## config.mk

```make
export PLATFORM = sky130hd
export DESIGN_NAME = alu_seq_flat
export DESIGN_NICKNAME = d
export VERILOG_FILES = /design/src/rtl/alu_seq_if.sv /design/src/rtl/alu_seq.sv /design/src/flat_wrapper.sv
export SDC_FILE = /design/constraint.sdc
export NUM_CORES = 1
export LEC_CHECK = 0
export ABC_AREA = 1
export BUFFER_PORTS_ARGS = -buffer_cell sky130_fd_sc_hd__buf_2
export CAP_MARGIN = 20
export CELL_PAD_IN_SITES_DETAIL_PLACEMENT = 0
export CELL_PAD_IN_SITES_GLOBAL_PLACEMENT = 2
export CORE_MARGIN = 5
export CORE_UTILIZATION = 33
export DETAILED_ROUTE_END_ITERATION = 10
export PLACE_DENSITY_LB_ADDON = 0.1
export SYNTH_ARGS = -nofsm -noshare
export SYNTH_HDL_FRONTEND = slang
export SYNTH_SLANG_ARGS = --single-unit
```

## constraint.sdc

```tcl
create_clock -name clk -period 2.5 [get_ports clk]
set_clock_uncertainty 0.15 [all_clocks]
set_input_delay 0.25 -clock clk [delete_from_list [all_inputs] [get_ports clk]]
set_output_delay 0.25 -clock clk [all_outputs]
set_load 0.03 [all_outputs]
```

## src/rtl/alu_seq_if.sv

```systemverilog
// alu_seq_if: operand/result handshake bundle between the sequencer, alu_seq and the writeback stage.
interface alu_seq_if #(parameter int WIDTH = 8);
    logic             in_valid, in_ready, out_valid, out_ready, carry, zero, dz;
    logic [WIDTH-1:0] a, b, r, r_hi;
    logic [3:0]       op;
    modport master (output in_valid, a, b, op, out_ready, input in_ready, out_valid, r, r_hi, carry, zero, dz);
    modport slave  (input in_valid, a, b, op, out_ready, output in_ready, out_valid, r, r_hi, carry, zero, dz);
endinterface

```

## src/rtl/alu_seq.sv

```systemverilog
// alu_seq: registered ALU with valid/ready handshakes and iterative shift-add MUL / restoring DIV.
module alu_seq #(parameter int WIDTH = 8) (
    input logic     clk,
    input logic     rst,
    alu_seq_if.slave bus
);
    localparam int W  = WIDTH;
    localparam int CW = $clog2(WIDTH);
    typedef enum logic [1:0] {IDLE, MUL, DIV, DONE} state_t;
    state_t         state_q, state_d;
    logic [W-1:0]   hi_q, hi_d, lo_q, lo_d, m_q, m_d, r_q, r_d, r_hi_q, r_hi_d;
    logic [CW-1:0]  cnt_q, cnt_d;
    logic           carry_q, carry_d, zero_q, zero_d, dz_q, dz_d, out_valid_q, out_valid_d;
    logic [W-1:0]   a, b, s_r, s_hi;
    logic           s_c, s_dz, ge, last;
    logic [W:0]     sum, shl;
    assign a = bus.a;
    assign b = bus.b;
    assign bus.in_ready  = (state_q == IDLE) && !rst;
    assign bus.out_valid = out_valid_q;
    assign bus.r         = r_q;
    assign bus.r_hi      = r_hi_q;
    assign bus.carry     = carry_q;
    assign bus.zero      = zero_q;
    assign bus.dz        = dz_q;
    always_comb begin
        s_r  = '0;
        s_hi = '0;
        s_c  = 1'b0;
        s_dz = 1'b0;
        case (bus.op)
            4'd0: {s_c, s_r} = {1'b0, a} + {1'b0, b};
            4'd1: begin s_r = a - b; s_c = a < b; end
            // Only the b==0 case of DIV completes in a single cycle
            4'd3: begin s_r = '1; s_hi = a; s_dz = 1'b1; end
            4'd4: {s_c, s_r} = {a, 1'b0};
            4'd5: {s_r, s_c} = {1'b0, a};
            4'd6: begin s_r = {a[W-2:0], a[W-1]}; s_c = a[W-1]; end
            4'd7: begin s_r = {a[0], a[W-1:1]}; s_c = a[0]; end
            4'd8: s_r = a & b;
            4'd9: s_r = a | b;
            4'd10: s_r = a ^ b;
            4'd11: s_r = ~(a & b);
            4'd12: s_r = ~(a | b);
            4'd13: s_r = ~a;
            4'd14: s_r = -a;
            4'd15: s_r = {{(W-1){1'b0}}, a == b};
            default: ;
        endcase
    end
    // MUL keeps {hi,lo} as partial product / remaining multiplier; DIV keeps remainder / quotient
    assign sum  = {1'b0, hi_q} + (lo_q[0] ? {1'b0, m_q} : '0);
    assign shl  = {hi_q, lo_q[W-1]};
    assign ge   = shl >= {1'b0, m_q};
    assign last = cnt_q == CW'(W - 1);
    always_comb begin
        state_d     = state_q;
        hi_d        = hi_q;
        lo_d        = lo_q;
        m_d         = m_q;
        cnt_d       = cnt_q;
        r_d         = r_q;
        r_hi_d      = r_hi_q;
        carry_d     = carry_q;
        zero_d      = zero_q;
        dz_d        = dz_q;
        out_valid_d = out_valid_q;
        case (state_q)
            IDLE: if (bus.in_valid) begin
                cnt_d = '0;
                hi_d  = '0;
                if (bus.op == 4'd2) begin
                    state_d = MUL;
                    lo_d    = b;
                    m_d     = a;
                end else if (bus.op == 4'd3 && b != '0) begin
                    state_d = DIV;
                    lo_d    = a;
                    m_d     = b;
                end else begin
                    state_d     = DONE;
                    r_d         = s_r;
                    r_hi_d      = s_hi;
                    carry_d     = s_c;
                    zero_d      = s_r == '0;
                    dz_d        = s_dz;
                    out_valid_d = 1'b1;
                end
            end
            MUL: {hi_d, lo_d} = {sum, lo_q[W-1:1]};
            DIV: begin
                hi_d = ge ? W'(shl - {1'b0, m_q}) : shl[W-1:0];
                lo_d = {lo_q[W-2:0], ge};
            end
            DONE: if (bus.out_ready) begin
                state_d     = IDLE;
                out_valid_d = 1'b0;
            end
            default: state_d = IDLE;
        endcase
        if (state_q == MUL || state_q == DIV) begin
            cnt_d = cnt_q + CW'(1);
            if (last) begin
                state_d     = DONE;
                r_d         = lo_d;
                r_hi_d      = hi_d;
                carry_d     = 1'b0;
                zero_d      = lo_d == '0;
                dz_d        = 1'b0;
                out_valid_d = 1'b1;
            end
        end
    end
    always_ff @(posedge clk or posedge rst) begin
        if (rst) begin
            state_q     <= IDLE;
            hi_q        <= '0;
            lo_q        <= '0;
            m_q         <= '0;
            cnt_q       <= '0;
            r_q         <= '0;
            r_hi_q      <= '0;
            carry_q     <= 1'b0;
            zero_q      <= 1'b0;
            dz_q        <= 1'b0;
            out_valid_q <= 1'b0;
        end else begin
            state_q     <= state_d;
            hi_q        <= hi_d;
            lo_q        <= lo_d;
            m_q         <= m_d;
            cnt_q       <= cnt_d;
            r_q         <= r_d;
            r_hi_q      <= r_hi_d;
            carry_q     <= carry_d;
            zero_q      <= zero_d;
            dz_q        <= dz_d;
            out_valid_q <= out_valid_d;
        end
    end
endmodule

```

## src/flat_wrapper.sv

```systemverilog
// flat-port wrapper written by rule: the top's interface ports become plain ports
module alu_seq_flat 
#(parameter int WIDTH = 8)
  (clk, rst, bus_in_valid, bus_a, bus_b, bus_op, bus_out_ready, bus_in_ready, bus_out_valid, bus_r, bus_r_hi, bus_carry, bus_zero, bus_dz);
  alu_seq_if #(.WIDTH(WIDTH)) bus_i ();
  input logic clk;
  input logic rst;
  input wire logic [$bits(bus_i.in_valid)-1:0] bus_in_valid;
  input wire logic [$bits(bus_i.a)-1:0] bus_a;
  input wire logic [$bits(bus_i.b)-1:0] bus_b;
  input wire logic [$bits(bus_i.op)-1:0] bus_op;
  input wire logic [$bits(bus_i.out_ready)-1:0] bus_out_ready;
  output wire logic [$bits(bus_i.in_ready)-1:0] bus_in_ready;
  output wire logic [$bits(bus_i.out_valid)-1:0] bus_out_valid;
  output wire logic [$bits(bus_i.r)-1:0] bus_r;
  output wire logic [$bits(bus_i.r_hi)-1:0] bus_r_hi;
  output wire logic [$bits(bus_i.carry)-1:0] bus_carry;
  output wire logic [$bits(bus_i.zero)-1:0] bus_zero;
  output wire logic [$bits(bus_i.dz)-1:0] bus_dz;
  assign bus_i.in_valid = bus_in_valid;
  assign bus_i.a = bus_a;
  assign bus_i.b = bus_b;
  assign bus_i.op = bus_op;
  assign bus_i.out_ready = bus_out_ready;
  assign bus_in_ready = bus_i.in_ready;
  assign bus_out_valid = bus_i.out_valid;
  assign bus_r = bus_i.r;
  assign bus_r_hi = bus_i.r_hi;
  assign bus_carry = bus_i.carry;
  assign bus_zero = bus_i.zero;
  assign bus_dz = bus_i.dz;
  alu_seq #(.WIDTH(WIDTH)) u_core (.clk(clk), .rst(rst), .bus(bus_i));
endmodule
```

After elaboration in Yosys (flattened, before gate mapping)
Cells that the tools add are included.
{"block": "word_totals", "regBits": 49}
{"block": "classes", "add_sub_neg": 6, "order_cmp": 2, "reduce_logical": 16, "n_mux": 61, "n_eq_ne": 20, "bitwise": 6}
{"operator": "$mux 8", "count": 21}
{"operator": "$pmux 8 s15", "count": 1}
{"operator": "$pmux 8 s3", "count": 2}
{"operator": "$eq 4x4->1 const B", "count": 8}
{"operator": "$mux 1", "count": 26}
{"operator": "$not 8->8", "count": 3}
{"operator": "$add 8x8->9", "count": 2}
{"operator": "$eq 4x3->1 const B", "count": 4}
{"operator": "$logic_not 8->1", "count": 2}
{"operator": "$sub 8x8->8", "count": 2}
{"operator": "$mux 2", "count": 5}
{"operator": "$ge 9x8->1", "count": 1}
{"operator": "$mux 3", "count": 3}
{"operator": "$and 8x8->8", "count": 1}
{"operator": "$eq 4x2->1 const B", "count": 2}
{"operator": "$eq 8x8->1", "count": 1}
{"operator": "$lt 8x8->1", "count": 1}
{"operator": "$neg 8->8", "count": 1}
{"operator": "$or 8x8->8", "count": 1}
{"operator": "$reduce_bool 8->1", "count": 1}
{"operator": "$xor 8x8->8", "count": 1}
{"operator": "$reduce_bool 2->1", "count": 3}
{"operator": "$eq 2x2->1 const B", "count": 2}
{"operator": "$eq 4x1->1 const B", "count": 1}
{"operator": "14 further kinds", "count": 16}

Longest topological paths before layout
{"block": "logic_depth", "depth_word": 10, "depth_mapped": 18, "ltp_nobuf": 17}

Worst setup path before layout
Ideal clock, no wire load.
{"block": "synth_timing", "kind": "register to register", "startpoint": "register u_core.lo_q[0]", "endpoint": "register u_core.r_hi_q[5] (netlist: u_core.bus.r_hi[5])", "synth_period_minus_slack_ns": 2.342, "path_buffers": 1, "stages_incl_launch_ff": 18, "setup_slack_ns": 0.158, "t_required_ns": 2.217, "setup_ns": 0.133, "arrival_time_ns": 2.059, "path_cell_list": "dfrtp_1 > clkbuf_1 > nand2_1 > inv_1 > ha_1 > fa_1 > nand3_1 > nand2_1 > nand2_1 > nand2_1 > nand2_1 > nand2_1 > o21ai_0 > nand2_1 > nor2_1 > nand2_1 > nand2_1 > a21oi_1"}
{"block": "synth_via", "elab_chain_len": 5}
{"item": "start, declared", "line_no": "alu_seq.sv:11", "rtl": "logic [W-1:0] hi_q, hi_d, lo_q, lo_d, m_q, m_d, r_q, r_d, r_hi_q, r_hi_d;"}
{"item": "start signal, assigned", "line_no": "alu_seq.sv:130", "rtl": "lo_q <= lo_d;"}
{"item": "$mux 8", "line_no": "alu_seq.sv:52", "rtl": "assign sum = {1'b0, hi_q} + (lo_q[0] ? {1'b0, m_q} : '0);"}
{"item": "$add 8x8->9", "line_no": "alu_seq.sv:52"}
{"item": "$pmux 8 s3", "line_no": "alu_seq.sv:68", "rtl": "case (state_q)"}
{"item": "$mux 8", "line_no": "alu_seq.sv:103", "rtl": "if (last) begin"}
{"item": "$mux 8", "line_no": "alu_seq.sv:101", "rtl": "if (state_q == MUL || state_q == DIV) begin"}
{"item": "net u_core.r_hi_d[5]", "line_no": "alu_seq.sv:11"}
{"item": "end signal, assigned", "line_no": "alu_seq.sv:134", "rtl": "r_hi_q <= r_hi_d;"}
{"item": "end, declared", "line_no": "alu_seq.sv:11"}
The timed path passes the listed nets, and every way through them passes these cells.
A chain may end at the register's enable or synchronous reset.

Worst setup path in the final report
{"block": "layout_timing", "startpoint": "register u_core.hi_q[5]", "endpoint": "register u_core.zero_q (netlist: u_core.bus.zero)"}
{"block": "layout_via", "elab_chain_len": 5}
{"item": "start, declared", "line_no": "alu_seq.sv:11"}
{"item": "start signal, assigned", "line_no": "alu_seq.sv:129", "rtl": "hi_q <= hi_d;"}
{"item": "$ge 9x8->1", "line_no": "alu_seq.sv:54", "rtl": "assign ge = shl >= {1'b0, m_q};"}
{"item": "$pmux 8 s3", "line_no": "alu_seq.sv:68"}
{"item": "net u_core.lo_d[0]", "line_no": "alu_seq.sv:11"}
{"item": "$logic_not 8->1", "line_no": "alu_seq.sv:108", "rtl": "zero_d = lo_d == '0;"}
{"item": "$mux 1", "line_no": "alu_seq.sv:103"}
{"item": "$mux 1", "line_no": "alu_seq.sv:101"}
{"item": "net u_core.zero_d", "line_no": "alu_seq.sv:13", "rtl": "logic carry_q, carry_d, zero_q, zero_d, dz_q, dz_d, out_valid_q, out_valid_d;"}
{"item": "end signal, assigned", "line_no": "alu_seq.sv:136", "rtl": "zero_q <= zero_d;"}
{"item": "end, declared", "line_no": "alu_seq.sv:13"}
The timed path passes the listed nets, and every way through them passes these cells.

==> results.md <==
- Crit path arrival time: roughly 2500 ps
- Syn nets: 957
- Pwr Density: 1010 mW/mm²
- Residual DRC: 0
- ANT cells: 0
- First-pass GRT wire length: 35100 µm
- Vias in the first global route: 6345
- Die Y: approximately 140 µm
- Synth unique cells: 49
- Half-perimeter wire length after detailed placement: 18500 µm
- Post-route core utilization: about two fifths
- EDFF count, synth: 0
- Crit. End Element: flip-flop
- Setup violators final: 0
- Slew margin rel.: a little under 50%
- Reg area: 0.00123 mm²
- Reg2reg setup slack: ~81 ps
- Post-synthesis sequential area ratio: between 20% and 30%
- Grt total ovfl: 0
- Drt first pass iters: 7
- H-Tree Depth: 2
- Min Hold Slack: 105 ps
- Most common cell after layout, fill and taps aside: nand2_1
- Slew Viols, Final: 0
- Yosys warns: 0
- Max_cap viols: 0
- Fraction of layout cells with a size suffix above 1: 20.8%
- Ys flop type: dfrtp_1
- Sink Count: 49
- Most frequent cells in the layout: nand2_1 (219), nor2_1 (109), inv_1 (108)
- Crit-path max FO: 6
- Final Power: 6.97 mW
- Fillers: 1780
- Ports: 45
- Comb pwr share: between 60 and 70%
- Post-Route WL: between 20000 and 25000 µm
- Die ar.: about 0.019 mm²
- Layout area overhead: 25.0%
- Via count: 6398
- Worst VDD drop: approximately 0.42 mV
- Syn avg cell area: 6.25 µm²
- Remaining antenna violation count: 0
- DR vias/cell: 5.22
- Worst Path Required: 2560 ps
- FFs w/ async S/R, synth: 100%
- HP Class: in2reg
- Post-Layout Cell Count: around 1200
- Die W: between 100 and 150 µm
- Rows: 47
- Clock Power Share: between 10% and 20%
- Tmin final: 2420 ps
- Final Hold Viols: 0
- Number of port buffers: 44
- Worst slew pin tran: 768 ps
- Clk buf depth: 2
- Core Region: 0.0165 mm²
- Multi-input logic area: approximately 0.0038 mm²
- CTS tree: yes
- Flop pwr share: 20.4%
- Fin crit share: between 90 and 100%
- Cell Area, Synth: ~0.0055 mm²
- Sw frac: 50.8%
- Routed WL per cell: 18.6 µm
- Antenna violations before repair: 0
- RSZ-0062 raised after global routing: true
- GRT Util Overall: a little under a quarter
- CP Class: reg2reg
- Leak: between 3 and 4 nW
- CP Launch Type: flip-flop
- First DRT Iteration DRCs: 413
- GPL Wtd Cong: 0.959
- Nets: roughly 1100
- Max frequency: 413 MHz
- Sw power: about 3.5 mW
- CTS clk-pin slew, worst paths: ~80 ps
- CTS Buf Count: 5
- Root buf cell: clkbuf_16
- Status: complete, no violations
- Post-Syn Instances: approximately 880
- Synth Register Bits: 49
- Later-pin clock latency in the skew report: 310 ps
- Placed Cells: 1207
- Initial core utilization: 33.5%
- Pin count of the biggest net entering global routing: 27
- Int Power: 3.43 mW
synthesized netlist by cell type (5+ instances only):
cell type / number / share of area (%)
nor3_1: 7 / 0.64
o22ai_1: 8 / 0.91
buf_2: 9 / 0.82
a21oi_1: 49 / 4.4
clkinv_1: 5 / 0.34
or2_2: 6 / 0.68
clkbuf_1: 12 / 0.82
inv_1: 110 / 7.5
o21ai_0: 49 / 4.4
nand3_1: 83 / 7.5
nand2_2: 5 / 0.57
nand4_1: 17 / 1.9
o21ai_1: 9 / 0.82
nand2_1: 225 / 15
a221oi_1: 6 / 0.95
ha_1: 47 / 11
a211oi_1: 6 / 0.82
o211ai_1: 13 / 1.8
inv_2: 10 / 0.68
nor2_1: 109 / 7.4
dfrtp_1: 49 / 22
power groups by stage:
stage	registers, mW	logic, mW	clock network, mW
after floorplan	1.66	2.49	0
after global placement	1.41	4.47	0
after detailed placement	1.42	4.48	0
after CTS	1.41	4.51	0.758
after global routing	1.46	5.32	0.782
final	1.42	4.82	0.736
logic make-up after synthesis:
kind of cell | share of synthesized area [%]
compound gates | 16.5
xor+xnor | 0.794
fa+ha+maj | 12.1
buf+inv | 11.1
flops | 22.2
mux | 0.182
simple gates | 37.1
per-layer routing:
metal | global-route usage, % | vias up | routed length [µm]
li1 | - | 3138 | -
met4 | 8.60 | 0 | 856
met3 | 2.37 | 41 | 855
met1 | 27.9 | 3052 | 9540
met5 | 0 | - | 0
met2 | 41.4 | 167 | 11600
final timing paths:
kind,cells after the start,endpoint,from
setup / recovery,14,u_core.bus.zero$_DFF_PP0_,u_core.hi_q[5]$_DFF_PP0_
hold / removal,3,u_core.m_q[2]$_DFFE_PP0P_,bus_b[2]
setup reg to reg,14,u_core.bus.zero$_DFF_PP0_,u_core.hi_q[5]$_DFF_PP0_
hold reg to reg,1,u_core.cnt_q[0]$_DFFE_PP0P_,u_core.cnt_q[0]$_DFFE_PP0P_
max in group asynchronous,4,u_core.lo_q[0]$_DFF_PP0_,rst
min in group asynchronous,3,u_core.cnt_q[1]$_DFFE_PP0P_,rst
timing repair:
action / in CTS / in global routing
gates cloned: 0 / 1
pin swaps: 0 / 14
endpoints found under the setup margin: 1 / 17
setup buffers: 0 / 9
hold endpoints to repair: 25 / 0
hold buffers: 1 / 0
gates resized for setup: 2 / 29
through the flow:
step / TNS (ps) / worst slack [ps] / instance area (µm²)
global placement: -121 / -121 / 6540
detailed placement: -104 / -104 / 6540
floorplan: 0 / 158 / 5510
CTS: 0 / 8.64 / 6700
finish: 0 / 81.2 / 6890
global route: -560 / -83.9 / 6890
worst max-delay path, cell delays in order, from the launching register on:
cell and delay, ps:
dfrtp_1 400, ha_1 340, inv_2 60, buf_4 120, nor3_1 260, nand3_2 190
nand4_4 160, buf_4 130, nand2_1 50, nand3_1 80, nand2_1 80, inv_2 80
nor2_2 40, nand3_1 120, nand2_1 70
layout make-up:
cell class              count  share of cell area (%)
flip-flops and latches     49                    17.8
clock inverters             3                   0.363
clock buffers               5                    1.81
well taps                 220                    3.99
multi-input cells         683                    55.2
inverters                 126                    6.93
repair buffers            140                    13.9
sequential cells by signal (all words and copies together) (netlist names):
name and cells:
u_core.bus.r 8, u_core.bus.r_hi 8, u_core.hi_q 8, u_core.lo_q 8, u_core.m_q 8, u_core.cnt_q 3, u_core.state_q 2, u_core.bus.carry 1
u_core.bus.dz 1, u_core.bus.out_valid 1, u_core.bus.zero 1
(Power assumes the default switching activity.)
